[config.mk]
export PLATFORM = sky130hd
export DESIGN_NAME = dram_read_master
export DESIGN_NICKNAME = d
export VERILOG_FILES = /design/src/rtl/dram_rd_pkg.sv /design/src/rtl/sync_fifo.sv /design/src/rtl/dram_read_master.sv
export SDC_FILE = /design/constraint.sdc
export NUM_CORES = 1
export LEC_CHECK = 0
export CORE_AREA = 4 4 179 181
export DETAILED_ROUTE_END_ITERATION = 10
export DIE_AREA = 0 0 183 185
export DONT_BUFFER_PORTS = 1
export GPL_ROUTABILITY_DRIVEN = 0
export SLEW_MARGIN = 5
export SYNTH_ARGS = -nofsm -noshare
export SYNTH_HDL_FRONTEND = slang
export SYNTH_SLANG_ARGS = --single-unit
[constraint.sdc]
create_clock -name clk -period 9.8 [get_ports clk]
set_clock_uncertainty 0.15 [all_clocks]
set_input_delay 0.49 -clock clk [delete_from_list [all_inputs] [get_ports clk]]
set_output_delay 0.49 -clock clk [all_outputs]
set_load 0.1 [all_outputs]
[src/rtl/dram_rd_pkg.sv]
// Shared types and AXI constants for the DRAM read master.
package dram_rd_pkg;

    typedef enum logic [1:0] {
        IDLE = 2'd0,
        AR   = 2'd1,
        R    = 2'd2,
        DONE = 2'd3
    } state_e;

    localparam logic [2:0]  SIZE_4B    = 3'b010;
    localparam logic [1:0]  BURST_INCR = 2'b01;
    localparam logic [1:0]  RESP_OKAY  = 2'b00;
    localparam int unsigned MAX_BEATS  = 16;
    localparam int unsigned PAGE_BYTES = 4096;

    // Beats for the next burst: capped by MAX_BEATS, words left, and room to the 4 KB page end.
    function automatic logic [4:0] burst_len(input logic [11:0] page_off,
                                             input logic [15:0] remaining);
        logic [12:0] page_left;
        logic [15:0] len;
        page_left = (13'(PAGE_BYTES) - {1'b0, page_off}) >> 2;
        len       = 16'(MAX_BEATS);
        if (remaining < len) begin
            len = remaining;
        end
        if (16'(page_left) < len) begin
            len = 16'(page_left);
        end
        return 5'(len);
    endfunction

endpackage

[src/rtl/sync_fifo.sv]
// Small synchronous FIFO buffering read words toward the core.
module sync_fifo #(
    parameter int unsigned DATA_WIDTH = 32,
    parameter int unsigned FIFO_DEPTH = 4
) (
    input  logic                          clk,
    input  logic                          rst_n,
    input  logic                          push,
    input  logic [DATA_WIDTH-1:0]         wr_data,
    input  logic                          pop,
    output logic [DATA_WIDTH-1:0]         rd_data,
    output logic                          valid,
    output logic [$clog2(FIFO_DEPTH):0]   count
);

    localparam int unsigned AW = $clog2(FIFO_DEPTH);
    localparam int unsigned CW = AW + 1;

    logic [DATA_WIDTH-1:0] mem_q [FIFO_DEPTH];
    logic [DATA_WIDTH-1:0] mem_d [FIFO_DEPTH];
    logic [AW-1:0]         wr_ptr_q, wr_ptr_d;
    logic [AW-1:0]         rd_ptr_q, rd_ptr_d;
    logic [CW-1:0]         count_q, count_d;
    logic                  valid_q, valid_d;
    logic                  push_ok;
    logic                  pop_ok;

    // A push into a full FIFO is accepted only when the head leaves in the same cycle.
    always_comb begin
        pop_ok   = pop && (count_q != '0);
        push_ok  = push && ((count_q != CW'(FIFO_DEPTH)) || pop_ok);
        mem_d    = mem_q;
        wr_ptr_d = wr_ptr_q;
        rd_ptr_d = rd_ptr_q;
        if (push_ok) begin
            mem_d[wr_ptr_q] = wr_data;
            wr_ptr_d        = wr_ptr_q + AW'(1);
        end
        if (pop_ok) begin
            rd_ptr_d = rd_ptr_q + AW'(1);
        end
        count_d = count_q + CW'(push_ok) - CW'(pop_ok);
        valid_d = (count_d != '0);
    end

    always_ff @(posedge clk or negedge rst_n) begin
        if (!rst_n) begin
            for (int i = 0; i < int'(FIFO_DEPTH); i++) begin
                mem_q[i] <= '0;
            end
            wr_ptr_q <= '0;
            rd_ptr_q <= '0;
            count_q  <= '0;
            valid_q  <= 1'b0;
        end else begin
            mem_q    <= mem_d;
            wr_ptr_q <= wr_ptr_d;
            rd_ptr_q <= rd_ptr_d;
            count_q  <= count_d;
            valid_q  <= valid_d;
        end
    end

    assign rd_data = mem_q[rd_ptr_q];
    assign valid   = valid_q;
    assign count   = count_q;

endmodule

[src/rtl/dram_read_master.sv]
// AXI4 read master: splits a word-block request into 4 KB-safe INCR bursts and streams data out.
// Optional R-channel protocol checking is enabled by defining DRAM_RD_PROTOCOL_CHECK_EN.
module dram_read_master
    import dram_rd_pkg::*;
#(
    parameter int unsigned ID_WIDTH   = 4,
    parameter int unsigned DATA_WIDTH = 32,
    parameter int unsigned ADDR_WIDTH = 32,
    parameter int unsigned CNT_WIDTH  = 12,
    parameter int unsigned FIFO_DEPTH = 4
) (
    input  logic                  clk,
    input  logic                  rst_n,
    input  logic                  req_valid,
    output logic                  req_ready,
    input  logic [ADDR_WIDTH-1:0] req_addr,
    input  logic [CNT_WIDTH-1:0]  req_words,
    output logic [DATA_WIDTH-1:0] out_data,
    output logic                  out_valid,
    input  logic                  out_ready,
    output logic                  done,
    output logic                  err,
    output logic [ID_WIDTH-1:0]   arid_s_inf,
    output logic [ADDR_WIDTH-1:0] araddr_s_inf,
    output logic [3:0]            arlen_s_inf,
    output logic [2:0]            arsize_s_inf,
    output logic [1:0]            arburst_s_inf,
    output logic                  arvalid_s_inf,
    input  logic                  arready_s_inf,
    input  logic [ID_WIDTH-1:0]   rid_s_inf,
    input  logic [DATA_WIDTH-1:0] rdata_s_inf,
    input  logic [1:0]            rresp_s_inf,
    input  logic                  rlast_s_inf,
    input  logic                  rvalid_s_inf,
    output logic                  rready_s_inf
);

    localparam int unsigned CW = $clog2(FIFO_DEPTH) + 1;

    state_e                state_q, state_d;
    logic [ADDR_WIDTH-1:0] cur_addr_q, cur_addr_d;
    logic [CNT_WIDTH-1:0]  remaining_q, remaining_d;
    logic [4:0]            beat_cnt_q, beat_cnt_d;
    logic [ADDR_WIDTH-1:0] araddr_q, araddr_d;
    logic [3:0]            arlen_q, arlen_d;
    logic                  arvalid_q, arvalid_d;
    logic                  rready_q, rready_d;
    logic                  req_ready_q, req_ready_d;
    logic                  done_q, done_d;
    logic                  err_q, err_d;

    logic                  beat;
    logic                  pop;
    logic                  proto_err;
    logic [4:0]            cur_blen;
    logic [CW-1:0]         fifo_cnt;
    logic [CW-1:0]         fifo_cnt_next;
    logic                  fifo_valid;

    assign beat          = rvalid_s_inf && rready_q;
    assign pop           = fifo_valid && out_ready;
    assign fifo_cnt_next = fifo_cnt + CW'(beat) - CW'(pop);
    assign cur_blen      = 5'(arlen_q) + 5'd1;

`ifdef DRAM_RD_PROTOCOL_CHECK_EN
    // The beat counter defines the last beat; rlast and rid must agree with it.
    assign proto_err = beat && ((rid_s_inf != '0) || (rlast_s_inf != (beat_cnt_q == 5'd1)));

    always @(posedge clk) begin
        if (rst_n && proto_err) begin
            $error("dram_read_master: R beat protocol mismatch (rid=%0h rlast=%0b beats_left=%0d)",
                   rid_s_inf, rlast_s_inf, beat_cnt_q);
        end
    end
`else
    assign proto_err = 1'b0;
    wire unused_r_sideband = ^{1'b0, rid_s_inf, rlast_s_inf};
`endif

    always_comb begin
        state_d     = state_q;
        cur_addr_d  = cur_addr_q;
        remaining_d = remaining_q;
        beat_cnt_d  = beat_cnt_q;
        araddr_d    = araddr_q;
        arlen_d     = arlen_q;
        arvalid_d   = arvalid_q;
        done_d      = 1'b0;
        err_d       = err_q | (beat && (rresp_s_inf != RESP_OKAY)) | proto_err;

        unique case (state_q)
            IDLE: begin
                if (req_valid && req_ready_q) begin
                    cur_addr_d  = req_addr;
                    remaining_d = req_words;
                    state_d     = (req_words == '0) ? DONE : AR;
                end
            end
            AR: begin
                if (arvalid_q && arready_s_inf) begin
                    arvalid_d   = 1'b0;
                    cur_addr_d  = cur_addr_q + ADDR_WIDTH'({cur_blen, 2'b00});
                    remaining_d = remaining_q - CNT_WIDTH'(cur_blen);
                    beat_cnt_d  = cur_blen;
                    state_d     = R;
                end
            end
            R: begin
                if (beat) begin
                    beat_cnt_d = beat_cnt_q - 5'd1;
                    if (beat_cnt_q == 5'd1) begin
                        state_d = (remaining_q != '0) ? AR : DONE;
                    end
                end
            end
            DONE: begin
                // Finish only once the last word has left the FIFO.
                if (fifo_cnt_next == '0) begin
                    done_d  = 1'b1;
                    state_d = IDLE;
                end
            end
            default: state_d = IDLE;
        endcase

        // Address phase is loaded on entry to AR and held stable until accepted.
        if ((state_d == AR) && (state_q != AR)) begin
            araddr_d  = cur_addr_d;
            arlen_d   = 4'(burst_len(cur_addr_d[11:0], 16'(remaining_d)) - 5'd1);
            arvalid_d = 1'b1;
        end

        rready_d    = (state_d == R) && (fifo_cnt_next < CW'(FIFO_DEPTH));
        req_ready_d = (state_d == IDLE);
    end

    always_ff @(posedge clk or negedge rst_n) begin
        if (!rst_n) begin
            state_q     <= IDLE;
            cur_addr_q  <= '0;
            remaining_q <= '0;
            beat_cnt_q  <= '0;
            araddr_q    <= '0;
            arlen_q     <= '0;
            arvalid_q   <= 1'b0;
            rready_q    <= 1'b0;
            req_ready_q <= 1'b0;
            done_q      <= 1'b0;
            err_q       <= 1'b0;
        end else begin
            state_q     <= state_d;
            cur_addr_q  <= cur_addr_d;
            remaining_q <= remaining_d;
            beat_cnt_q  <= beat_cnt_d;
            araddr_q    <= araddr_d;
            arlen_q     <= arlen_d;
            arvalid_q   <= arvalid_d;
            rready_q    <= rready_d;
            req_ready_q <= req_ready_d;
            done_q      <= done_d;
            err_q       <= err_d;
        end
    end

    sync_fifo #(
        .DATA_WIDTH (DATA_WIDTH),
        .FIFO_DEPTH (FIFO_DEPTH)
    ) u_fifo (
        .clk     (clk),
        .rst_n   (rst_n),
        .push    (beat),
        .wr_data (rdata_s_inf),
        .pop     (pop),
        .rd_data (out_data),
        .valid   (fifo_valid),
        .count   (fifo_cnt)
    );

    assign out_valid     = fifo_valid;
    assign req_ready     = req_ready_q;
    assign done          = done_q;
    assign err           = err_q;
    assign arid_s_inf    = '0;
    assign araddr_s_inf  = araddr_q;
    assign arlen_s_inf   = arlen_q;
    assign arsize_s_inf  = SIZE_4B;
    assign arburst_s_inf = BURST_INCR;
    assign arvalid_s_inf = arvalid_q;
    assign rready_s_inf  = rready_q;

endmodule

==> flow_summary_export.csv <==
group,metric,value,unit
status,status,"completed",
worst_setup_path,critPathRequiredTime,10080,ps
timing,timing.final.setup_violations,0,
timing,worstMarginPinSlew,1310,ps
floorplanning,fp-row-count,64,
worst_setup_path,kind_of_launch_point_of_the_worst_setup_path,"register",
global_route,grt-ovfl-total,0,
placed_design,place.detailed.instances,1384,
worst_setup_path,crit_family,"simple AND/OR/NAND/NOR gates",
floorplanning,core_area,30400,sq um
timing,post_route_worst_setup_slack,2480,ps
finish,layoutNonFillerInstCount,1476,
clocking,cts_hold_buf,48,
timing,final_hold_viol_count,0,
clocking,ctsRootBufferMaster,"sky130_fd_sc_hd__clkbuf_16",
clocking,cts.repair.resized,0,
clocking,clock_sinks,228,
clocking,cts-htree-levels,1,
global_route,grt_pass1_wl,47.0,mm
clocking,clock_network_latency_to_the_later_pin_of_the_worst_skew_pair,540,ps
floorplanning,die_area,33900,sq um
global_route,number_of_global_route_vias_before_repair,8428,
timing,drv_slew,0,
clocking,clk_pin_slew_worst_paths,60,ps
finish,final_common_cell,"sky130_fd_sc_hd__dfrtp_1",
synth,synth_edf_count,0,
job,max_cap_violations,0,
hold_path,hp-class,"in2reg",
synth,yosysWarningCount,0,
timing,max-slew-margin-rel,0.129,
floorplanning,die_width,183,um
finish,num_antenna_cells,0,
synth,syn_avg_cell_area,11.8,sq um
synth,post_synth_num_cell_types,82,
global_route,grt_max_degree,229,
synth,synth.cell_area,12100,sq um
finish,area.growth.synth_to_final,14.6,%
timing,maximum_achievable_frequency,0.137,GHz
synth,ys_ff_latch,228,
worst_setup_path,r2r.worst_path.cells,25,
worst_setup_path,worst_path_largest_cell_delay,790,ps
floorplanning,number_of_i_o_pins,172,
hold_path,hold-path-cell-count,2,
synth,netlist_instances,1021,
routing,vias_per_cell,5.43,
timing,fin_setup_tns,0,ps
clocking,cts_setup_buffers,0,
worst_setup_path,worst-endpoint-arrival,7600,ps
finish,number_of_filler_instances_in_the_final_layout,2816,
finish,drive_gt1_frac,0.249,
worst_setup_path,critical_path.n_buffers_inverters,1,
worst_setup_path,worst-path-stages,25,
routing,postRouteWirelength,29.1,mm
placed_design,post-dp-hpwl,19.3,mm
synth,ys_dominant_reg_cell,"sky130_fd_sc_hd__dfrtp_1",
synth,synth-async-reset-ratio,1.00,
clocking,cts-buffers-inserted,27,
routing,num_vias,8020,
placed_design,numPortBuffers,0,
finish,final_net_count,1192,
timing,final_min_period_over_clock_period,0.746,
floorplanning,start_util,0.396,
worst_setup_path,critPathKind,"reg2reg",
timing,rsz0062_at_grt,"false",
global_route,grt_antenna_before_repair,0,
placed_design,dp_worst_setup_slack,2490,ps
routing,post_drt_wl_per_cell,19.7,um
finish,most-common-layout-cells,"sky130_fd_sc_hd__dfrtp_1, sky130_fd_sc_hd__mux2_2, sky130_fd_sc_hd__nand2_1, sky130_fd_sc_hd__o21ai_0, sky130_fd_sc_hd__dlygate4sd3_1",
clocking,max-clock-path-buffers,3,
worst_setup_path,cpMostUsedCell,"sky130_fd_sc_hd__ha_1",
clocking,cts_tree,"yes",
worst_setup_path,cp_max_fo,8,
routing,drt_iter0_drc,336,
routing,drt_pass1_iterations,4,
synth,yosysSeqAreaShare,0.473,
routing,drt.antenna.violating_nets,0,
routing,route.detailed.drc,0,
floorplanning,chipHeight,185,um
worst_setup_path,setup.worst_path.end_class,"register",
timing,min_period,7320,ps
worst_setup_path,cpMaxStageDelayCell,"sky130_fd_sc_hd__dfrtp_1",
global_route,total_routing_usage_reported_by_global_routing,0.171,
## cell type report
| cell class | count | area, sq um | area share |
|---|---|---|---|
| Multi-Input combinational cell | 706 | 5980 | 0.433 |
| Sequential cell | 228 | 5710 | 0.413 |
| Clock inverter | 8 | 130 | 0.00942 |
| Tap cell | 396 | 495 | 0.0359 |
| Inverter | 38 | 143 | 0.0103 |
| Clock buffer | 36 | 739 | 0.0536 |
| Timing Repair Buffer | 64 | 618 | 0.0448 |
## worst paths after layout
path	from	to	slack, ps
setup / recovery	arlen_s_inf[0]$_DFFE_PN0P_	arlen_s_inf[2]$_DFFE_PN0P_	2480
hold / removal	req_addr[7]	araddr_s_inf[7]$_DFFE_PN0P_	20
setup reg to reg	arlen_s_inf[0]$_DFFE_PN0P_	arlen_s_inf[2]$_DFFE_PN0P_	2480
hold reg to reg	u_fifo.rd_ptr_q[1]$_DFFE_PN0P_	u_fifo.rd_ptr_q[1]$_DFFE_PN0P_	330
max in group asynchronous	rst_n	remaining_q[1]$_DFF_PN0_	7980
min in group asynchronous	rst_n	u_fifo.mem_q[105]$_DFFE_PN0P_	450
## registers in the layout, summed over array words and instances, names as in the netlist
register	flops
u_fifo.mem_q	128
araddr_s_inf	32
cur_addr_q	32
remaining_q	12
beat_cnt_q	5
arlen_s_inf	4
u_fifo.count	3
state_q	2
u_fifo.rd_ptr_q	2
u_fifo.wr_ptr_q	2
arvalid_s_inf	1
done	1
err	1
req_ready	1
rready_s_inf	1
u_fifo.valid	1
## per-layer routing
| metal | up-vias | GRT usage | part of all wire |
|---|---|---|---|
| li1 | 3809 | - | - |
| met1 | 3974 | 0.226 | 0.44 |
| met2 | 192 | 0.285 | 0.47 |
| met3 | 45 | 0.0393 | 0.059 |
| met4 | 0 | 0.0429 | 0.024 |
| met5 | - | 0 | 0 |
## per-stage QoR
| step | instance area, sq um | util | hold WS, ps |
|---|---|---|---|
| final | 13800 | 0.454 | 24.6 |
| after global routing | 13800 | 0.454 | 36.6 |
| after CTS | 13800 | 0.454 | 5.02 |
| after detailed placement | 12400 | 0.409 | 49.6 |
| after global placement | 12400 | 0.409 | 51.0 |
| after floorplan | 12100 | - | 44.4 |
## cells by family after synthesis
group / after synthesis / share of synthesized area
and+or+nand+nor: 226 / 0.0983
muxes: 190 / 0.208
buffers and inverters: 100 / 0.0347
adders and majority gates: 40 / 0.0438
xor gates and xnor gates: 45 / 0.0333
other: 2 / 0.000623
DFF: 228 / 0.473
AOI/OAI and AO/OA: 190 / 0.108
## synthesized netlist by cell type (all sizes together) (3+ instances only)
cell    instances  area [sq um]
clkbuf         29           109
xnor2          26           235
mux2          156          1760
o21ai          69           349
nand4           9          56.3
a22o           12           105
a31oi           3          18.8
nand3          25           125
nor2b           9          56.3
nor4            9          62.6
nor3b           3          22.5
dfrtp         228          5710
and3           10          62.6
ha             34           425
a21oi          20           100
fa              4          80.1
inv            38           143
o22a            4          35.0
and2            9          56.3
o221ai          3          26.3
a211oi          5          42.5
a221o           4          40.0
a21o            6          45.0
nand2          80           308
nor2           30           113
nor3           13          81.3
or3             7          48.8
buf            33           166
a211o           4          35.0
a21boi          3          22.5
and4            4          35.0
xor2           19           166
a31o            3          26.3
or2             3          21.3
o31ai           3          22.5
a22oi          29           218
mux4           32           721
Power is left out: the tool's default activity adds up to more than one toggle a clock period on the data nets, which glitch-free logic cannot reach.
